$ cat config.mk
export PLATFORM = sky130hd
export DESIGN_NAME = hash_depad
export DESIGN_NICKNAME = d
export VERILOG_FILES = /design/src/rtl/hash_pkg.sv /design/src/rtl/pad_word_check.sv /design/src/rtl/hash_depad.sv
export SDC_FILE = /design/constraint.sdc
export NUM_CORES = 1
export LEC_CHECK = 0
export ABC_AREA = 0
export BUFFER_PORTS_ARGS = -buffer_cell sky130_fd_sc_hd__buf_2
export CAP_MARGIN = 0
export CORE_AREA = 8 8 262 264
export CTS_BUF_LIST = sky130_fd_sc_hd__clkbuf_4
export DETAILED_ROUTE_END_ITERATION = 6
export DIE_AREA = 0 0 270 272
export PLACE_DENSITY = 0.65
export SLEW_MARGIN = 20
export SYNTH_ARGS = -nofsm -noshare
export SYNTH_HDL_FRONTEND = slang
export SYNTH_SLANG_ARGS = --single-unit
$ cat constraint.sdc
create_clock -name clk -period 2.7 [get_ports clk]
set_clock_uncertainty 0.15 [all_clocks]
set_input_delay 0.54 -clock clk [delete_from_list [all_inputs] [get_ports clk]]
set_output_delay 0.54 -clock clk [all_outputs]
set_load 0.01 [all_outputs]
$ cat src/rtl/hash_pkg.sv
// Shared constants for the SHA-256 header padder and its receive-side checker.
package hash_pkg;

    localparam int HDR_WORDS = 20;
    localparam int BLK_WORDS = 32;
    localparam int SEP_IDX   = 20;
    localparam int LEN_IDX   = 31;
    localparam int CNT_W     = 5;

    localparam logic [31:0] SEP_WORD = 32'h8000_0000;
    localparam logic [31:0] LEN_WORD = 32'h0000_0280;

    typedef enum logic {
        ST_COLLECT,
        ST_HOLD
    } depad_state_e;

endpackage

$ cat src/rtl/pad_word_check.sv
// Flags a padding word that does not match what its block position requires.
module pad_word_check
    import hash_pkg::*;
(
    input  logic [CNT_W-1:0] cnt_i,
    input  logic [31:0]      word_i,
    output logic             sep_mis_o,
    output logic             zero_mis_o,
    output logic             len_mis_o
);

    logic is_sep;
    logic is_zero;
    logic is_len;

    always_comb begin
        is_sep     = (cnt_i == CNT_W'(SEP_IDX));
        is_len     = (cnt_i == CNT_W'(LEN_IDX));
        is_zero    = (cnt_i > CNT_W'(SEP_IDX)) && (cnt_i < CNT_W'(LEN_IDX));
        sep_mis_o  = is_sep && (word_i != SEP_WORD);
        zero_mis_o = is_zero && (word_i != '0);
        len_mis_o  = is_len && (word_i != LEN_WORD);
    end

endmodule

$ cat src/rtl/hash_depad.sv
// Reassembles the 640-bit header from a padded 1024-bit block stream
// and reports separator, zero-fill, length and framing errors.
module hash_depad #(
    parameter int DATA_W    = 32,
    parameter int HDR_W     = 640,
    parameter int BLK_WORDS = 32
) (
    input  logic              clk,
    input  logic              rst,
    input  logic [DATA_W-1:0] in_data,
    input  logic              in_valid,
    input  logic              in_last,
    output logic              in_ready,
    output logic [HDR_W-1:0]  header_out,
    output logic              hdr_valid,
    input  logic              hdr_ready,
    output logic              sep_err,
    output logic              zero_err,
    output logic              len_err,
    output logic              frame_err
);

    import hash_pkg::*;

    depad_state_e     state_q, state_d;
    logic [CNT_W-1:0] cnt_q, cnt_d;
    logic [HDR_W-1:0] hdr_q, hdr_d;
    logic             sep_q, sep_d;
    logic             zero_q, zero_d;
    logic             len_q, len_d;
    logic             frame_q, frame_d;

    logic acc;
    logic at_end;
    logic sep_mis, zero_mis, len_mis;

    pad_word_check u_chk (
        .cnt_i      (cnt_q),
        .word_i     (in_data),
        .sep_mis_o  (sep_mis),
        .zero_mis_o (zero_mis),
        .len_mis_o  (len_mis)
    );

    assign in_ready   = (state_q == ST_COLLECT);
    assign hdr_valid  = (state_q == ST_HOLD);
    assign header_out = hdr_q;
    assign sep_err    = sep_q;
    assign zero_err   = zero_q;
    assign len_err    = len_q;
    assign frame_err  = frame_q;

    assign acc    = in_valid && in_ready;
    assign at_end = (cnt_q == CNT_W'(BLK_WORDS - 1));

    always_comb begin
        state_d = state_q;
        cnt_d   = cnt_q;
        hdr_d   = hdr_q;
        sep_d   = sep_q;
        zero_d  = zero_q;
        len_d   = len_q;
        frame_d = frame_q;
        unique case (state_q)
            ST_COLLECT: begin
                if (acc) begin
                    cnt_d = cnt_q + CNT_W'(1);
                    for (int i = 0; i < HDR_W / DATA_W; i++) begin
                        if (cnt_q == CNT_W'(i))
                            hdr_d[HDR_W-1-DATA_W*i -: DATA_W] = in_data;
                    end
                    sep_d  = sep_q | sep_mis;
                    zero_d = zero_q | zero_mis;
                    len_d  = len_q | len_mis;
                    // Early last or missing last on the final word is a framing fault.
                    if (in_last || at_end) begin
                        state_d = ST_HOLD;
                        cnt_d   = '0;
                        frame_d = frame_q | (in_last != at_end);
                    end
                end
            end
            ST_HOLD: begin
                if (hdr_ready) begin
                    state_d = ST_COLLECT;
                    sep_d   = 1'b0;
                    zero_d  = 1'b0;
                    len_d   = 1'b0;
                    frame_d = 1'b0;
                end
            end
            default: state_d = ST_COLLECT;
        endcase
    end

    always_ff @(posedge clk) begin
        if (rst) begin
            state_q <= ST_COLLECT;
            cnt_q   <= '0;
            hdr_q   <= '0;
            sep_q   <= 1'b0;
            zero_q  <= 1'b0;
            len_q   <= 1'b0;
            frame_q <= 1'b0;
        end else begin
            state_q <= state_d;
            cnt_q   <= cnt_d;
            hdr_q   <= hdr_d;
            sep_q   <= sep_d;
            zero_q  <= zero_d;
            len_q   <= len_d;
            frame_q <= frame_d;
        end
    end

endmodule
Word level (Yosys, flattened, before mapping)
Index checks and enable logic that the tools add are counted.
{"block": "totals", "regBits": 650, "in_bits": 37, "out_inout_bits": 646}
{"block": "classes", "n_addsub": 1, "order_cmp": 2, "eq_ne": 27, "mux": 15, "n_bitwise": 5, "reduce_logical": 31}
{"op": "AND reduction 3 bit", "n": 21}
{"op": "equality test 5 x 4 -> 1 bit (second input constant)", "n": 8}
{"op": "!= test 32 x 10 -> 1 bit (second input constant)", "n": 1}
{"op": "!= test 32 bit (second input constant)", "n": 1}
{"op": "nonzero test 32 bit", "n": 1}
{"op": "equality test 5 bit (second input constant)", "n": 6}
{"op": "equality test 5 x 3 -> 1 bit (second input constant)", "n": 4}
{"op": "equality test 5 x 2 -> 1 bit (second input constant)", "n": 2}
{"op": "case mux 1 bit (2 select lines)", "n": 5}
{"op": "2-to-1 mux 1 bit", "n": 9}
{"op": "adder 5 x 1 -> 5 bit (second input constant)", "n": 1}
{"op": "equality test 5 x 1 -> 1 bit (second input constant)", "n": 1}
{"op": "> comparator 5 bit (second input constant)", "n": 1}
{"op": "logical AND 1 bit", "n": 5}
{"op": "zero test 5 bit", "n": 1}
{"op": "< comparator 5 bit (second input constant)", "n": 1}
{"op": "2-to-1 mux 5 bit", "n": 1}
{"op": "!= test 2 x 1 -> 1 bit (second input constant)", "n": 2}
{"op": "bitwise OR 1 bit", "n": 4}
{"op": "AND reduction 2 bit", "n": 2}
{"op": "!= test 2 bit (second input constant)", "n": 1}
{"op": "logical OR 1 bit", "n": 1}
{"op": "!= test 1 bit", "n": 1}
{"op": "NOT 1 bit", "n": 1}

Depth between registers and ports, before layout
Gate-level depths: netlist of the first run.
{"block": "depth", "word_depth": 6, "depth_mapped": 10}

Cells and area by module
From an unflattened synthesis of the first run, not the netlist that was laid out.
{"block": "hier_totals", "hier_cells": 2309, "hier_area_um2": 25165.4}
{"mod": "hash_depad", "instances": 1, "cells_per_inst": 2283, "area_per_inst_um2": 25001.5, "seq_area_each_um2": 13012.5}
{"mod": "pad_word_check", "instances": 1, "cells_per_inst": 26, "area_per_inst_um2": 163.9, "seq_area_each_um2": 0.0}

Worst setup path after synthesis of the first run
Ideal clock, no wire load.
{"block": "synth_timing", "kind": "register to register", "from": "register cnt_q[0]", "to": "register cnt_q[3]", "setup_ns": 0.070, "arrival_time_ns": 1.984, "t_required_ns": 2.480, "slack_ns": 0.495, "path_stages_with_launch": 10, "path_buffers": 1, "synth_period_minus_slack_ns": 2.205, "path_cell_list": "dfxtp_1 ha_1 clkbuf_1 and3_1 ha_1 inv_1 ha_1 nand3b_1 or3_1 a21oi_1"}
{"block": "synth_between", "elab_chain_cells": 3, "word_cells_on_any_way": 4, "classes_between": "add/sub (1); eq/ne (1); mux (1); reduce/logical (1)"}
{"item": "start, declared", "line_no": "hash_depad.sv:26", "text": "logic [CNT_W-1:0] cnt_q, cnt_d;"}
{"item": "start signal, assigned", "line_no": "hash_depad.sv:107", "text": "cnt_q <= cnt_d;"}
{"item": "parallel branches: the longest is 2 deep, another holds adder 5 x 1 -> 5 bit"}
{"item": "2-to-1 mux 5 bit (*)", "line_no": "hash_depad.sv:76", "text": "if (in_last || at_end) begin"}
Every way passes the cells marked *.
A chain may end at the register's enable or synchronous reset.

Final worst setup path of the first run
{"block": "layout_timing", "from": "input in_data[12]", "to": "register sep_q, in the netlist sep_err"}
{"block": "layout_between", "elab_chain_cells": 5}
{"item": "start, declared", "line_no": "hash_depad.sv:10", "text": "input logic [DATA_W-1:0] in_data,"}
{"item": "!= test 32 bit", "line_no": "pad_word_check.sv:20", "text": "sep_mis_o = is_sep && (word_i != SEP_WORD);"}
{"item": "logical AND 1 bit", "line_no": "pad_word_check.sv:20"}
{"item": "bitwise OR 1 bit", "line_no": "hash_depad.sv:72", "text": "sep_d = sep_q | sep_mis;"}
{"item": "2-to-1 mux 1 bit", "line_no": "hash_depad.sv:66", "text": "if (acc) begin"}
{"item": "case mux 1 bit (2 select lines)", "line_no": "hash_depad.sv:64", "text": "unique case (state_q)"}
{"item": "end signal, assigned", "line_no": "hash_depad.sv:109", "text": "sep_q <= sep_d;"}
{"item": "end, declared", "line_no": "hash_depad.sv:28", "text": "logic sep_q, sep_d;"}
No other way between the ends. The select of a mux whose other input is x is not followed.

==> impl_metrics.json, run 1 <==
{
  "report.final.slew_viol_count": 0,
  "grt_pass1_wl_mm": 142,
  "powerDensity_nw_per_um2": 633,
  "drtIter0Drc": 2414,
  "ant_nets": 0,
  "overflow": 0,
  "seq_area_frac_synth_pct": 56.0,
  "die-area_um2": 73400,
  "fin_area_um2": 29800,
  "hold_path_end": "header_out[302]",
  "dp_hpwl_mm": 64.5,
  "synthesis.nets": 3017,
  "min_period_over_period_pct": 98.2,
  "path_clk_slew_ps": 70,
  "rr_startpoint": "cnt_q[4]",
  "cts_buffers": 166,
  "fmaxAchievable_mhz": 377,
  "ioPinCount": 683,
  "fillCellCount": 6534,
  "io_buffers": 682,
  "synthCells": 2973,
  "crit_type": "in -> reg",
  "syn2layout_area_growth_pct": 28.4,
  "wl_per_cell_um": 20.8,
  "drive_above_1_share_pct": 28.0,
  "rr_endpoint": "header_out[266]",
  "hold_ws_ps": 298,
  "cp.arrival_ps": 3320,
  "rows": 94,
  "seqCellArea_um2": 13000,
  "clock_sinks": 650,
  "vias": 23400,
  "hold_start": "header_out[302]",
  "netlist_area_um2": 23200,
  "via_per_inst": 5.03,
  "min_path_cells": 2,
  "p_leak_nw": 12.5,
  "hp-class": "reg -> reg",
  "fin_util_pct": 46.1,
  "max-slew-margin-rel_pct": 57.7,
  "layout_setup_ws_ps": 49.9,
  "ys_ff_latch": 650,
  "firstDrtPassIters": 5,
  "clock_latency_ps": 950,
  "place.gp.congestion": 0.808,
  "power_mw": 18.9,
  "status": "finished clean",
  "maxCapViolations": 0,
  "critPathRequiredTime_ps": 3370,
  "ys_types": 33,
  "ys.warnings.count": 0,
  "grt_start_max_net_pins": 102,
  "cts_max_path_buffers": 3,
  "route.detailed.drc": 0,
  "initial_core_util_pct": 35.9,
  "multiInputGateArea_um2": 8770,
  "place_ws_ps": -161,
  "dpl_cell_area_um2": 27400,
  "wirelength_mm": 96.9,
  "cp-start-kind": "input port",
  "rsz0062_at_grt": "false",
  "cts_tree": "built",
  "crit_fanout": 2,
  "end_kind": "flip-flop",
  "ff2ff_path_depth": 8,
  "irDropWorstVdd_mv": 0.431,
  "rrSetupSlack_ps": 170,
  "grt_pass1_vias": 22100,
  "avgSynthCellArea_um2": 7.82,
  "cts_root_buf": "clkbuf_4",
  "tightest_slew_ps": 629,
  "dieWidth_um": 270,
  "core_area_um2": 64800,
  "final_hold_viol_count": 0,
  "fp.dieH_um": 272,
  "grt_use_total_pct": 24.9,
  "setup_viol": 0,
  "htreeDepth": 4,
  "antenna_found_initial": 4,
  "layout.nets": 3726,
  "fin_crit_ps": 2650
}
-- final cells by class --
class                      instances  area share, %
clock buffer                     228           5.73
inverter                           7         0.0880
antenna                            4         0.0335
timing repair buffer             829           16.5
tap                              864           3.62
multi-input combinational       2028           29.4
clock inverter                    47           1.10
sequential                       650           43.6
-- cells in the final DEF (no fill, tap or decap), types with 3 or more instances in the layout --
cell type and instances:
clkinv_1 25, dlygate4sd3_1 40, nor3b_1 3, clkinv_2 8
inv_1 7, a21oi_1 648, dfxtp_1 650, and3_1 12
ha_1 7, clkinv_4 3, and3_2 5, buf_4 84
nand3_1 6, nor2_1 10, diode_2 4, buf_2 681
clkbuf_4 228, nand4_1 8, nand2_1 1287, nand3_2 12
bufinv_16 4, nor4_1 7, buf_12 23, inv_2 3
-- timing repair --
action                                  CTS  global route
resized for setup                         0             1
buffers inserted                          0             0
endpoints found under the setup margin    0             1
hold buffers                             40             0
endpoints found under the hold margin   636             0
-- logic make-up (layout without fill, tap and decap cells) --
kind of cell               Yosys count  count (layout)  synth area share (%)
buffers and inverters              295            1111                  6.44
other                                0               4                     0
adders and majority gates            7               7                 0.377
and+or+nand+nor                   1367            1367                  23.1
AOI/OAI and AO/OA                  654             654                  14.1
DFF                                650             650                  56.0
-- report_power, final --
part | switching (mW) | internal (mW) | total (mW)
Combinational | 0.655 | 0.224 | 0.880
Sequential | 0.0304 | 9.64 | 9.67
Clock | 4.07 | 4.29 | 8.36
-- through the flow --
| step | std cells | setup TNS [ps] |
|---|---|---|
| after floorplan | 2973 | 0 |
| after global placement | 4338 | -228 |
| after detailed placement | 4338 | -161 |
| after CTS | 4653 | 0 |
| after global routing | 4656 | 0 |
| final | 4657 | 0 |
-- cell usage after synthesis, drive strengths merged --
cell / n / area [um2]
nand2: 1287 / 4830
dfxtp: 650 / 13000
a21oi: 648 / 3240
buf: 173 / 1040
clkbuf: 115 / 433
nand3: 18 / 140
and3: 17 / 106
nor2: 10 / 37.5
nand4: 8 / 50.1
nor4: 8 / 50.1
ha: 7 / 87.6
inv: 7 / 26.3
nor3b: 4 / 35.0
and4: 3 / 26.3
nand2b: 2 / 12.5
nand3b: 2 / 15.0
nor2b: 2 / 12.5
o21ai: 2 / 10.0
or3: 2 / 12.5
a2bb2oi: 1 / 8.76
a32o: 1 / 10.0
and2: 1 / 6.26
and2b: 1 / 7.51
and3b: 1 / 8.76
nor4b: 1 / 8.76
o21a: 1 / 7.51
o31ai: 1 / 7.51
-- registers in the layout (all words and copies together) (netlist names) --
signal,cells
header_out,640
sep_err,1
cnt_q,5
frame_err,1
zero_err,1
len_err,1
hdr_valid,1
-- metal layers --
metal	vias up	wire length, um	global-route usage (%)	part of all wire, %
li1	11000	-	-	-
met3	185	10800	9.09	11
met1	11000	37900	30.5	39
met2	1232	45100	39.7	47
met4	2	3080	9.80	3.2
met5	-	13	0	0.013
-- worst max-delay path: stages --
cell and delay [ps]:
dlygate4sd3_1 550, buf_2 140, nor4_2 380, buf_4 210, nand4_1 70, dlygate4sd3_1 580, buf_4 150, nor2_1 90
o21ai_0 70, dlygate4sd3_1 550
-- worst max path at each step --
stage / to / start / depth (start not counted) / slack, ps
finish: sep_err / in_data[12] / 10 / 50
global route: hdr_valid / cnt_q[0] / 9 / 6
CTS: sep_err / in_data[15] / 10 / 120
detailed placement: len_err / in_data[16] / 7 / -160
global placement: len_err / in_data[16] / 7 / -230
floorplan: cnt_q[3] / cnt_q[0] / 9 / 500
No activity file was read; power rests on OpenSTA's default activity.
==> run 2: changes to the inputs <==
ABC_AREA = 1   (was 0)
CORE_AREA = 8 8 258 260   (was 8 8 262 264)
DIE_AREA = 0 0 266 268   (was 0 0 270 272)
==> run 2 against run 1 <==
Sequential power up 1%. Sequential share of layout area increased by 0.57 points. Core utilization up 1.2 points. Synthesized cell count down 6.2%. Die area down 2.9%. Total power grew 3.0%. Global-route usage decreased by 0.26 points. Register-to-register slack improved by 130 ps. Wire length is 4.3% lower. Synthesized area fell by 3.5%. Critical path depth up 2. Non-clock buffer count fell by 13.
==> impl_metrics.json, run 2 <==
{
  "status": "finished clean",
  "irDropWorstVdd_mv": 0.374,
  "synth.most_common_cell": "nor2_1",
  "ioPinCount": 683,
  "path_cells": "dlygate4sd3_1, buf_2, nor2_1, nand2_1, dlygate4sd3_1, inv_1, nand2_1, nor2_1, dlygate4sd3_1, nand2_1, nand2_1, nand2_1",
  "critPathRequiredTime_ps": 3410,
  "min_period_over_period_pct": 95.5,
  "crit_fanout": 15,
  "crit_type": "in -> reg",
  "io_buffers": 682,
  "ant_nets": 0,
  "route.detailed.drc": 0,
  "place_inst": 4180,
  "clock_latency_ps": 950,
  "netlist_top_cells_area": "dfxtp_1, nor2_1, o21ai_0, a21oi_1, clkbuf_1",
  "synth_xor_area_share_pct": 0,
  "final_hold_viol_count": 0,
  "htreeDepth": 4,
  "grt_pass1_wl_mm": 135,
  "fmaxAchievable_mhz": 388,
  "synthMuxAreaShare_pct": 0,
  "ys_types": 27,
  "dp_hpwl_mm": 64.1,
  "cp.arrival_ps": 3290,
  "setup_viol": 0,
  "tightest_slew_ps": 783,
  "cts_buffers": 167,
  "synth_fa_ha_area_share_pct": 0.390,
  "ys_ff_latch": 650,
  "maxCapViolations": 0,
  "hp-class": "reg -> reg",
  "cts_root_buf": "clkbuf_4",
  "layout_common_cells": "nor2_1, buf_2, dfxtp_1",
  "cts_resized": 0,
  "rsz0062_at_grt": "false",
  "syn2layout_area_growth_pct": 31.3,
  "ys.warnings.count": 0,
  "synth-simple-area-share_pct": 17.0,
  "dominantRegCellSynth": "dfxtp_1",
  "cts_setup_buffers": 0,
  "grt_use_total_pct": 24.7,
  "layout.cells.non_filler": 4506,
  "fin_crit_ps": 2580,
  "fin_setup_tns_ps": 0,
  "power_mw": 19.5,
  "yosysTopAreaCell": "dfxtp_1",
  "cpPeakStageDelay_ps": 600,
  "end_kind": "flip-flop",
  "overflow": 0,
  "path_clk_slew_ps": 70,
  "fp.dieH_um": 268,
  "max-slew-margin-rel_pct": 47.6,
  "synthArstFlopShare_pct": 0,
  "final_common_cell": "nor2_1",
  "path_common_cell": "nand2_1",
  "initial_core_util_pct": 36.0,
  "synth_top_family_by_area": "compound AO/OA/AOI/OAI gates",
  "layout.nets": 3589,
  "cts_max_path_buffers": 3,
  "cp-start-kind": "input port",
  "firstDrtPassIters": 5,
  "seq_area_frac_synth_pct": 58.0,
  "postCtsHoldBufs": 42,
  "avgSynthCellArea_um2": 8.04,
  "clock_sinks": 650,
  "powerDensity_nw_per_um2": 661,
  "synthesis.nets": 2834,
  "via_per_inst": 4.98,
  "wl_per_cell_um": 20.6,
  "largest_register_ffs": 640,
  "report.final.slew_viol_count": 0,
  "drtIter0Drc": 1985,
  "die-area_um2": 71300,
  "cp_slowest_cell": "dlygate4sd3_1",
  "multiInputGateArea_um2": 8250,
  "dieWidth_um": 266,
  "grt_start_max_net_pins": 72,
  "synthCells": 2790,
  "netlist.area_leader.share_pct": 58.0,
  "netlist_area_um2": 22400,
  "place.gp.congestion": 0.845,
  "synth_compound_area_share_pct": 19.2,
  "seqCellArea_um2": 13000,
  "synth-edff-count": 0,
  "rows": 92,
  "core_area_um2": 62400,
  "grt_pass1_vias": 21100,
  "wirelength_mm": 92.7,
  "vias": 22500,
  "p_leak_nw": 13.8,
  "cts_tree": "built",
  "drive_above_1_share_pct": 29.5,
  "antenna_found_initial": 6,
  "fillCellCount": 6324,
  "synthTopCellsByCount": "nor2_1, dfxtp_1, o21ai_0"
}
==> run 2: cell count changes after synthesis, sizes merged, moves of 8 or more <==
cell / change
buf: -103
a21oi: -404
nand2: -1206
clkbuf: +45
nor2: +831
nor4: -8
inv: +61
and3: -17
o21ai: +610
nand3: +27
==> run 2: path summary, 6_finish.rpt <==
kind / from / endpoint / slack (ps) / depth (start not counted)
setup / recovery: in_data[23] / len_err / 120 / 12
hold / removal: zero_err / zero_err / 310 / 2
setup reg to reg: cnt_q[0] / frame_err / 300 / 9
hold reg to reg: zero_err / zero_err / 310 / 2
==> run 2: stage by stage <==
| step | hold slack (ps) | worst slack (ps) | cell area, um2 | util [%] |
|---|---|---|---|---|
| 2_1_floorplan | 323 | 880 | 22400 | - |
| 3_3_place_gp | 287 | 406 | 27000 | 43.2 |
| 3_5_place_dp | 294 | 345 | 27000 | 43.2 |
| 4_1_cts | 169 | 152 | 29500 | 47.2 |
| 5_1_grt | 262 | 51.8 | 29500 | 47.2 |
| 6_report | 306 | 123 | 29500 | 47.2 |
==> run 2: power breakdown <==
| part | internal [mW] | total, mW | switching, mW |
|---|---|---|---|
| logic | 0.381 | 1.27 | 0.892 |
| clock network | 4.34 | 8.40 | 4.06 |
| registers | 9.73 | 9.81 | 0.0772 |
==> run 2: routing by layer <==
metal	wire length (um)	global-route usage [%]	vias to the layer above	part of all wire, %
li1	-	-	10700	-
met1	37600	30.0	10400	41
met2	42700	40.2	1144	46
met3	9400	8.08	190	10
met4	3090	9.98	0	3.3
met5	0	0	-	0
==> run 2: final cells by class <==
| type | instances | share of cell area [%] |
|---|---|---|
| antenna | 1 | 0.00849 |
| multi-input combinational | 1839 | 28.0 |
| clock buffer | 245 | 6.24 |
| sequential | 650 | 44.2 |
| timing repair buffer | 816 | 16.2 |
| inverter | 71 | 0.939 |
| clock inverter | 38 | 0.828 |
| tap | 846 | 3.59 |
==> run 2: logic make-up after synthesis <==
group | Yosys count
compound gates | 859
fa+ha+maj | 7
buf+inv | 301
flops | 650
simple gates | 973
==> run 2: worst max-delay path, delay by kind of cell <==
| family | cells | cell delay, ps |
|---|---|---|
| buf+inv | 5 | 2110 |
| simple gates | 7 | 630 |
==> run 3: changes to the inputs <==
==> constraint.sdc (replaced) <==
create_clock -name clk -period 2.7 [get_ports clk]
set_clock_uncertainty 0.15 [all_clocks]
set_input_delay 0.27 -clock clk [delete_from_list [all_inputs] [get_ports clk]]
set_output_delay 0.27 -clock clk [all_outputs]
set_load 0.01 [all_outputs]
==> run 3 against run 2 <==
Total power shrank 1.2%. Core utilization shrank 0.42 points. Non-clock buffer count shrank 30. Global-route usage grew 0.59 points. Die area is the same. Critical path type unchanged. Largest power group unchanged.
==> impl_metrics.json, run 3 (synthesized netlist as in run 2, its figures left out) <==
{
  "status": "finished clean",
  "hold_start": "in_data[13]",
  "wirelength_mm": 94.4,
  "min_path_cells": 4,
  "maxCapViolations": 0,
  "core_area_um2": 62400,
  "overflow": 0,
  "final_common_cell": "nor2_1",
  "crit_type": "in -> reg",
  "firstDrtPassIters": 6,
  "ant_nets": 0,
  "dpl_cell_area_um2": 26700,
  "p_leak_nw": 13.6,
  "path_buf_inv": 5,
  "path_common_cell": "nand2_1",
  "fin_util_pct": 46.8,
  "cts_setup_buffers": 0,
  "tightest_slew_ps": 728,
  "grt_pass1_wl_mm": 138,
  "layout.nets": 3559,
  "report.final.slew_viol_count": 0,
  "cts_tree": "built",
  "max-slew-margin-rel_pct": 51.5,
  "grt_use_total_pct": 25.2,
  "hold_path_end": "header_out[141]",
  "dieWidth_um": 266,
  "cts_max_path_buffers": 3,
  "htreeDepth": 4,
  "cp_slowest_cell": "dlygate4sd3_1",
  "final_hold_viol_count": 0,
  "cpPeakStageDelay_ps": 580,
  "fin_crit_ps": 2680,
  "drive_above_1_share_pct": 28.8,
  "rrSetupSlack_ps": 200,
  "fin_area_um2": 29200,
  "path_clk_slew_ps": 60,
  "via_per_inst": 4.97,
  "fp.dieH_um": 268,
  "initial_core_util_pct": 36.0,
  "rr_endpoint": "cnt_q[0]",
  "vias": 22200,
  "die-area_um2": 71300,
  "layout.cells.non_filler": 4466,
  "ff2ff_path_depth": 11,
  "fmaxAchievable_mhz": 373,
  "place_inst": 4144,
  "io_buffers": 682,
  "wl_per_cell_um": 21.1,
  "irDropWorstVdd_mv": 0.385,
  "layout_common_cells": "nor2_1, buf_2, dfxtp_1",
  "dp_hpwl_mm": 62.5,
  "clock_sinks": 650,
  "hp-class": "in -> reg",
  "clock_latency_ps": 950,
  "grt_start_max_net_pins": 100,
  "powerDensity_nw_per_um2": 659,
  "cts_buffers": 167,
  "cts_root_buf": "clkbuf_4",
  "path_cells": "dlygate4sd3_1, buf_2, nand2_1, dlygate4sd3_1, nor2_1, nand2_1, dlygate4sd3_1, nor2_1, dlygate4sd3_1, nand2_1, nand2_1, nand2_1",
  "rr_startpoint": "cnt_q[0]",
  "antenna_found_initial": 9,
  "grt_pass1_vias": 21400,
  "crit_fanout": 10,
  "place.gp.congestion": 0.824,
  "rows": 92,
  "setup_viol": 0,
  "min_period_over_period_pct": 99.3,
  "syn2layout_area_growth_pct": 30.2,
  "critPathRequiredTime_ps": 3400,
  "path_depth": 12,
  "drtIter0Drc": 2149,
  "ioPinCount": 683,
  "route.detailed.drc": 0,
  "cp-start-kind": "input port",
  "cp.arrival_ps": 3380,
  "largest_register_ffs": 640,
  "critical_path.top_delay_family": "buffers and inverters",
  "end_kind": "flip-flop"
}
==> run 3: cell count changes in the layout (fill, tap and decap cells not counted), sizes merged, moves of 4 or more <==
cell / delta
buf: -36
clkinv: -13
dlygate4sd3: +6
diode: +4
==> run 3: how the worst max path moves through the flow <==
stage,slack [ps],to,startpoint
3_3_place_gp,590,header_out[147],in_valid
6_report,20,len_err,in_data[9]
3_5_place_dp,550,header_out[621],in_valid
5_1_grt,-2,sep_err,in_data[15]
4_1_cts,50,zero_err,in_data[15]
2_1_floorplan,880,header_out[152],cnt_q[0]
==> run 3: stage by stage <==
stage                     hold slack, ps  setup WS, ps  TNS [ps]  power [mW]
final                                138          19.9         0        19.2
after global routing                66.4         -1.69     -1.69        20.1
after CTS                           20.5          46.4         0        19.4
after detailed placement             292           549         0        11.2
after global placement               292           586         0        11.2
after floorplan                      284           880         0        10.6
==> run 3: tightest hold or removal path: stages <==
cell and delay, ps:
dlygate4sd3_1 550, buf_6 190, nand3_1 100, a21oi_1 60
==> run 3: cell type report <==
class / count / area [um2]
repair buffers: 786 / 4590
multi-input cells: 1839 / 8260
well taps: 846 / 1060
clock inverters: 26 / 166
diodes: 5 / 12.5
fillers: 6309 / 33200
inverters: 71 / 277
clock buffers: 243 / 1820
flip-flops and latches: 650 / 13000
==> run 3: layer usage <==
layer | global-route usage [%] | vias up | share of wire, % | wire length (um)
met5 | 0 | - | 0.014 | 13
met2 | 41.1 | 1171 | 46 | 43500
met1 | 30.2 | 10200 | 40 | 37500
li1 | - | 10700 | - | -
met3 | 9.03 | 185 | 11 | 10200
met4 | 10.5 | 2 | 3.4 | 3190
==> run 3: repair_timing <==
action,4_1_cts,5_1_grt
setup endpoints to repair,0,3
hold buffers,49,0
resized for setup,0,15
hold endpoints to repair,650,0
==> run 3: report_power, final <==
part | internal (mW) | leakage [nW] | switching, mW
sequential | 9.73 | 5.25 | 0.0796
clock | 4.11 | 1.19 | 4.05
combinational | 0.362 | 7.19 | 0.899
